## src/rtl/dmem_arbiter_if.sv

```systemverilog
// Requester-side bus for the data-memory arbiter: request fields in, grant and read-return out.
interface dmem_arbiter_if #(
    parameter int ADDR_W = 32,
    parameter int DATA_W = 32
);
    logic              req;
    logic              we;
    logic [ADDR_W-1:0] addr;
    logic [DATA_W-1:0] wdata;
    logic              gnt;
    logic              rvalid;
    logic [DATA_W-1:0] rdata;

    modport master (
        output req, we, addr, wdata,
        input  gnt, rvalid, rdata
    );

    modport slave (
        input  req, we, addr, wdata,
        output gnt, rvalid, rdata
    );
endinterface

```

## src/rtl/dmem_arbiter.sv

```systemverilog
// Two-port arbiter and access sequencer for a single-port data memory.
// Define DMEM_ARB_RR_EN for round-robin arbitration; otherwise port m0 has fixed priority.
module dmem_arbiter #(
    parameter int ADDR_W   = 32,
    parameter int DATA_W   = 32,
    parameter int READ_LAT = 1
) (
    input  logic              clk,
    input  logic              rst_n,
    dmem_arbiter_if.slave     m0,
    dmem_arbiter_if.slave     m1,
    output logic [ADDR_W-1:0] mem_addr,
    output logic [DATA_W-1:0] mem_wdata,
    output logic              mem_we,
    output logic              mem_re,
    input  logic [DATA_W-1:0] mem_rdata,
    output logic              busy
);

    if (READ_LAT < 1 || READ_LAT > 4) begin : g_bad_read_lat
        $error("dmem_arbiter: READ_LAT must be in 1..4");
    end

    localparam int CNT_W = 2;

    typedef enum logic [1:0] {
        IDLE  = 2'd0,
        WRITE = 2'd1,
        READ  = 2'd2
    } state_t;

    state_t             state_q, state_d;
    logic [CNT_W-1:0]   cnt_q, cnt_d;
    logic               owner_q, owner_d;
    logic               gnt0_q, gnt0_d;
    logic               gnt1_q, gnt1_d;
    logic               rvalid0_q, rvalid0_d;
    logic               rvalid1_q, rvalid1_d;
    logic [DATA_W-1:0]  rdata0_q, rdata0_d;
    logic [DATA_W-1:0]  rdata1_q, rdata1_d;
    logic [ADDR_W-1:0]  mem_addr_q, mem_addr_d;
    logic [DATA_W-1:0]  mem_wdata_q, mem_wdata_d;
    logic               mem_we_q, mem_we_d;
    logic               mem_re_q, mem_re_d;
    logic               win1;
    logic               win_we;
`ifdef DMEM_ARB_RR_EN
    // Port favoured on the next contention; always the one not granted last.
    logic               pref_q, pref_d;
`endif

    always_comb begin
`ifdef DMEM_ARB_RR_EN
        win1 = (m0.req && m1.req) ? pref_q : m1.req;
`else
        win1 = !m0.req;
`endif
        win_we = win1 ? m1.we : m0.we;
    end

    always_comb begin
        state_d     = state_q;
        cnt_d       = cnt_q;
        owner_d     = owner_q;
        gnt0_d      = 1'b0;
        gnt1_d      = 1'b0;
        rvalid0_d   = 1'b0;
        rvalid1_d   = 1'b0;
        rdata0_d    = rdata0_q;
        rdata1_d    = rdata1_q;
        mem_addr_d  = mem_addr_q;
        mem_wdata_d = mem_wdata_q;
        mem_we_d    = 1'b0;
        mem_re_d    = 1'b0;
`ifdef DMEM_ARB_RR_EN
        pref_d      = pref_q;
`endif

        case (state_q)
            IDLE: begin
                if (m0.req || m1.req) begin
                    owner_d     = win1;
                    gnt0_d      = !win1;
                    gnt1_d      = win1;
                    mem_addr_d  = win1 ? m1.addr  : m0.addr;
                    mem_wdata_d = win1 ? m1.wdata : m0.wdata;
`ifdef DMEM_ARB_RR_EN
                    pref_d      = !win1;
`endif
                    if (win_we) begin
                        state_d  = WRITE;
                        mem_we_d = 1'b1;
                    end else begin
                        state_d  = READ;
                        mem_re_d = 1'b1;
                        cnt_d    = CNT_W'(READ_LAT - 1);
                    end
                end
            end
            WRITE: begin
                state_d = IDLE;
            end
            READ: begin
                // Read_En stays up until the counter expires; data is taken on that final edge.
                if (cnt_q == '0) begin
                    state_d = IDLE;
                    if (owner_q) begin
                        rdata1_d  = mem_rdata;
                        rvalid1_d = 1'b1;
                    end else begin
                        rdata0_d  = mem_rdata;
                        rvalid0_d = 1'b1;
                    end
                end else begin
                    cnt_d    = cnt_q - 1'b1;
                    mem_re_d = 1'b1;
                end
            end
            default: begin
                state_d = IDLE;
            end
        endcase
    end

    always_ff @(posedge clk or negedge rst_n) begin
        if (!rst_n) begin
            state_q     <= IDLE;
            cnt_q       <= '0;
            owner_q     <= 1'b0;
            gnt0_q      <= 1'b0;
            gnt1_q      <= 1'b0;
            rvalid0_q   <= 1'b0;
            rvalid1_q   <= 1'b0;
            rdata0_q    <= '0;
            rdata1_q    <= '0;
            mem_addr_q  <= '0;
            mem_wdata_q <= '0;
            mem_we_q    <= 1'b0;
            mem_re_q    <= 1'b0;
`ifdef DMEM_ARB_RR_EN
            pref_q      <= 1'b0;
`endif
        end else begin
            state_q     <= state_d;
            cnt_q       <= cnt_d;
            owner_q     <= owner_d;
            gnt0_q      <= gnt0_d;
            gnt1_q      <= gnt1_d;
            rvalid0_q   <= rvalid0_d;
            rvalid1_q   <= rvalid1_d;
            rdata0_q    <= rdata0_d;
            rdata1_q    <= rdata1_d;
            mem_addr_q  <= mem_addr_d;
            mem_wdata_q <= mem_wdata_d;
            mem_we_q    <= mem_we_d;
            mem_re_q    <= mem_re_d;
`ifdef DMEM_ARB_RR_EN
            pref_q      <= pref_d;
`endif
        end
    end

    assign m0.gnt    = gnt0_q;
    assign m0.rvalid = rvalid0_q;
    assign m0.rdata  = rdata0_q;
    assign m1.gnt    = gnt1_q;
    assign m1.rvalid = rvalid1_q;
    assign m1.rdata  = rdata1_q;
    assign mem_addr  = mem_addr_q;
    assign mem_wdata = mem_wdata_q;
    assign mem_we    = mem_we_q;
    assign mem_re    = mem_re_q;
    assign busy      = (state_q != IDLE);

endmodule

```

## src/flat_wrapper.sv

```systemverilog
// flat-port wrapper written by rule: the top's interface ports become plain ports
module dmem_arbiter_flat 
#(
    parameter int ADDR_W   = 32,
    parameter int DATA_W   = 32,
    parameter int READ_LAT = 1
)
  (clk, rst_n, mem_addr, mem_wdata, mem_we, mem_re, mem_rdata, busy, m0_req, m0_we, m0_addr, m0_wdata, m0_gnt, m0_rvalid, m0_rdata, m1_req, m1_we, m1_addr, m1_wdata, m1_gnt, m1_rvalid, m1_rdata);
  dmem_arbiter_if #(.ADDR_W(ADDR_W), .DATA_W(DATA_W)) m0_i ();
  dmem_arbiter_if #(.ADDR_W(ADDR_W), .DATA_W(DATA_W)) m1_i ();
  input  logic clk;
  input  logic rst_n;
  output logic [ADDR_W-1:0] mem_addr;
  output logic [DATA_W-1:0] mem_wdata;
  output logic mem_we;
  output logic mem_re;
  input  logic [DATA_W-1:0] mem_rdata;
  output logic busy;
  input wire logic [$bits(m0_i.req)-1:0] m0_req;
  input wire logic [$bits(m0_i.we)-1:0] m0_we;
  input wire logic [$bits(m0_i.addr)-1:0] m0_addr;
  input wire logic [$bits(m0_i.wdata)-1:0] m0_wdata;
  output wire logic [$bits(m0_i.gnt)-1:0] m0_gnt;
  output wire logic [$bits(m0_i.rvalid)-1:0] m0_rvalid;
  output wire logic [$bits(m0_i.rdata)-1:0] m0_rdata;
  input wire logic [$bits(m1_i.req)-1:0] m1_req;
  input wire logic [$bits(m1_i.we)-1:0] m1_we;
  input wire logic [$bits(m1_i.addr)-1:0] m1_addr;
  input wire logic [$bits(m1_i.wdata)-1:0] m1_wdata;
  output wire logic [$bits(m1_i.gnt)-1:0] m1_gnt;
  output wire logic [$bits(m1_i.rvalid)-1:0] m1_rvalid;
  output wire logic [$bits(m1_i.rdata)-1:0] m1_rdata;
  assign m0_i.req = m0_req;
  assign m0_i.we = m0_we;
  assign m0_i.addr = m0_addr;
  assign m0_i.wdata = m0_wdata;
  assign m0_gnt = m0_i.gnt;
  assign m0_rvalid = m0_i.rvalid;
  assign m0_rdata = m0_i.rdata;
  assign m1_i.req = m1_req;
  assign m1_i.we = m1_we;
  assign m1_i.addr = m1_addr;
  assign m1_i.wdata = m1_wdata;
  assign m1_gnt = m1_i.gnt;
  assign m1_rvalid = m1_i.rvalid;
  assign m1_rdata = m1_i.rdata;
  dmem_arbiter #(.ADDR_W(ADDR_W), .DATA_W(DATA_W), .READ_LAT(READ_LAT)) u_core (.clk(clk), .rst_n(rst_n), .m0(m0_i), .m1(m1_i), .mem_addr(mem_addr), .mem_wdata(mem_wdata), .mem_we(mem_we), .mem_re(mem_re), .mem_rdata(mem_rdata), .busy(busy));
endmodule
```

## config.mk

```make
export PLATFORM = sky130hd
export DESIGN_NAME = dmem_arbiter_flat
export DESIGN_NICKNAME = d
export VERILOG_FILES = /design/src/rtl/dmem_arbiter_if.sv /design/src/rtl/dmem_arbiter.sv /design/src/flat_wrapper.sv
export SDC_FILE = /design/constraint.sdc
export NUM_CORES = 1
export LEC_CHECK = 0
export ABC_CLOCK_PERIOD_IN_PS = 2200
export CAP_MARGIN = 0
export CELL_PAD_IN_SITES_DETAIL_PLACEMENT = 1
export CELL_PAD_IN_SITES_GLOBAL_PLACEMENT = 1
export CORE_ASPECT_RATIO = 0.5
export CORE_UTILIZATION = 32
export DETAILED_ROUTE_END_ITERATION = 10
export GPL_TIMING_DRIVEN = 0
export PLACE_DENSITY = 0.86
export SLEW_MARGIN = 20
export SYNTH_ARGS = -nofsm -noshare
export SYNTH_HDL_FRONTEND = slang
export SYNTH_SLANG_ARGS = --single-unit
```

## constraint.sdc

```tcl
create_clock -name clk -period 2.2 [get_ports clk]
set_input_delay 0.44 -clock clk [delete_from_list [all_inputs] [get_ports clk]]
set_output_delay 0.44 -clock clk [all_outputs]
set_load 0.005 [all_outputs]
```

==> results.py <==
metrics = {
    "global_route": {
        "antenna_found_initial": 0,
        "grt_pass1_wl_um": 29150,
        "gr-usage-all-layers_pct": 18.96,
        "grt_max_degree": 102,
        "grt_overflow": 0,
        "first_global_vias": 4997,
    },
    "finish": {
        "area_delta_synth_final_pct": 62.67,
        "drive_above_1_share_pct": 36.06,
        "utilization_pct": 54.48,
        "n_antenna_cell": 0,
        "nets": 864,
        "final_area_um2": 10280,
    },
    "power": {
        "p_leak_nw": 4.383,
        "clockPowerShare_pct": 21.8,
        "power.total_mw": 13.53,
        "peakVddDrop_mv": 0.5829,
        "pwr_density_cell_nw_per_um2": 1316,
        "seq_power_share_pct": 33.7,
        "p_comb_share_pct": 44.4,
        "switching_power_mw": 3.877,
        "switching_share_pct": 28.65,
        "power.internal_mw": 9.656,
    },
    "place": {
        "place_area_um2": 9671,
        "io_buffer_count": 299,
        "dp_hpwl_um": 14720,
        "gp_congestion": 0.8519,
    },
    "floorplanning": {
        "die_w_um": 200.8,
        "ioPinCount": 301,
        "die_area_um2": 20350,
        "initial_core_util_pct": 33.49,
        "die_h_um": 101.4,
        "fp.coreArea_um2": 18870,
        "num_rows": 35,
    },
    "sta": {
        "whs_ps": 447.6,
        "hold_violations": 0,
        "rsz0062_at_grt": "false",
        "final.setup_skew_ps": 12.40,
        "maxSlewViolCount": 0,
        "post-route-period-util_pct": 91.69,
        "tightest_slew_ps": 512.0,
        "slew_headroom_pct": 65.86,
        "finalSetupViolCount": 0,
        "fmax_mhz": 495.7,
        "period_needed_ps": 2017,
    },
    "setup_path": {
        "cp.required_ps": 1760,
        "worst-setup-path-type": "reg2out",
        "startpoint_type": "flop",
        "timing.critical_path.from": "u_core.state_q[1]",
        "r2r-start": "u_core.cnt_q[0]",
        "cp-end-kind": "output pin",
        "cp_max_fo": 5,
        "crit_arrival_ps": 1580,
    },
    "clocking": {
        "clock_path_buffers": 2,
        "clk-insertion-delay-late_ps": 410,
        "clkTransAtPathRegs_ps": 60,
        "htree_levels": 4,
        "cts_root_buffer": "clkbuf_16",
        "cts_setup_buffers": 0,
        "cts_num_sinks": 139,
        "cts_tree": "yes",
        "numCtsBuffers": 17,
        "cts_resized": 0,
    },
    "detailed_routing": {
        "firstDrtPassIters": 4,
        "highest_layer": "met4",
        "num_vias": 4393,
        "routed_wire_length_per_instance_um": 19.83,
        "routed_wl_um": 19210,
        "detail-route-antenna-nets": 0,
        "met1_length_um": 7178,
        "drc": 0,
        "drt_iter0_drc": 58,
        "dr_wl_met2_um": 10790,
        "viasPerCell": 4.534,
        "wl_met3_um": 605,
    },
    "logic_synthesis": {
        "synth_top_cell_by_area": "dfrtp_1",
        "mappedNetlistNets": 544,
        "syn_inst": 377,
        "yosysWarnings": 0,
        "yosys-top-cells-area": "dfrtp_1, mux2_2, mux2_4, buf_6, buf_12",
        "ys_types": 24,
        "ys_seq_elements": 139,
        "yosysSeqAreaShare_pct": 55.03,
        "synth_top_area_share_pct": 55.03,
        "syn-cell-area_um2": 6321,
        "syn_avg_cell_area_um2": 16.77,
    },
    "outcome": {
        "status": "completed",
    },
    "worst_hold_path": {
        "hp-class": "in2reg",
        "min_from": "m0_req",
    },
    "flow_run": {
        "maxCapViolCount": 0,
    },
}
[cells in the mapped netlist]
master / count
o311ai_1: 1
buf_8: 1
nor2_8: 1
inv_1: 3
and2_1: 3
buf_2: 9
nand4b_2: 1
buf_12: 3
nor2_4: 2
o31ai_1: 1
nor2_1: 2
dfrtp_1: 139
mux2_4: 67
nand2_1: 1
o21ai_1: 1
a21oi_1: 1
ha_1: 1
inv_4: 1
o31ai_4: 1
mux2_2: 126
or3b_2: 1
mux2i_1: 1
and4bb_1: 1
buf_6: 9
[flip-flops by register name, summed over array words and instances (netlist names), 2 cells and up]
| signal | cells |
|---|---|
| u_core.state_q | 2 |
| u_core.m1.rdata | 32 |
| u_core.m0.rdata | 32 |
| u_core.mem_addr | 32 |
| u_core.mem_wdata | 32 |
| u_core.cnt_q | 2 |
[area by class of cell]
class,count,area (um2)
Sequential cell,139,3478
Clock buffer,17,425.4
Fill cell,1822,8592
Timing Repair Buffer,301,3035
Clock inverter,15,176.4
Multi-Input combinational cell,212,2604
Tap cell,259,324.1
Inverter,4,17.52
Buffer,22,221.5
[worst max-delay path, cell delays in order, from the launching register on]
cell and delay [ps]:
dfrtp_1 450, nor2_4 170, inv_4 80, clkdlybuf4s50_1 470
[cell usage in the layout, fill, tap and decap left out, drive strengths merged]
master and n:
clkdlybuf4s50 298, mux2 193, dfrtp 139, buf 24
clkbuf 17, inv 13, nor2 5, and2 3
clkinv 3, bufinv 2, o31ai 2, or3b 1
nand4b 1, and4bb 1, nand2 1, mux2i 1
a21oi 1, o311ai 1, o21ai 1, ha 1
clkinvlp 1, dlygate4sd3 1
[through the flow]
stage | setup WS [ps] | setup TNS, ps | instances
floorplan | 669.3 | 0 | 377
global placement | -4945 | -685260 | 935
detailed placement | 50.68 | 0 | 936
CTS | 153.4 | 0 | 969
global route | 113.7 | 0 | 969
finish | 182.8 | 0 | 969
[kinds of logic after synthesis]
group                      after synthesis  synth area share [%]
AOI/OAI and AO/OA                        5                0.7521
buffers and inverters                   26                 3.781
muxes                                  194                 38.52
DFF                                    139                 55.03
adders and majority gates                1                0.1979
and+or+nand+nor                         12                 1.722
[worst paths after layout]
path,end,slack (ps),depth (start not counted)
max,busy,180,3
min,u_core.mem_re,450,3
max reg2reg,u_core.m0.rdata[30],500,6
min reg2reg,u_core.cnt_q[0],490,1
max in group asynchronous,u_core.m0.rdata[5],890,3
min in group asynchronous,u_core.mem_wdata[17],510,2
[what timing repair did]
| action | 4_1_cts | 5_1_grt |
|---|---|---|
| endpoints found under the hold margin | 38 | 0 |
| hold buffers | 1 | 0 |
| setup endpoints to repair | 0 | 0 |
[power by group through the flow]
stage                     clock, mW  sequential (mW)  combinational, mW
after floorplan                   0             4.61               2.42
after global placement            0             4.49               5.90
after detailed placement          0             4.62               6.07
after CTS                      3.04             4.58               6.11
after global routing           3.14             4.73               6.37
final                          2.96             4.57               6.01
[per-layer routing]
| metal | track usage (%) | vias up |
|---|---|---|
| li1 | - | 1985 |
| met1 | 20.54 | 2261 |
| met5 | 0 | - |
| met2 | 36.86 | 112 |
| met3 | 3.604 | 35 |
| met4 | 8.103 | 0 |
No activity file was read; power rests on OpenSTA's default activity.
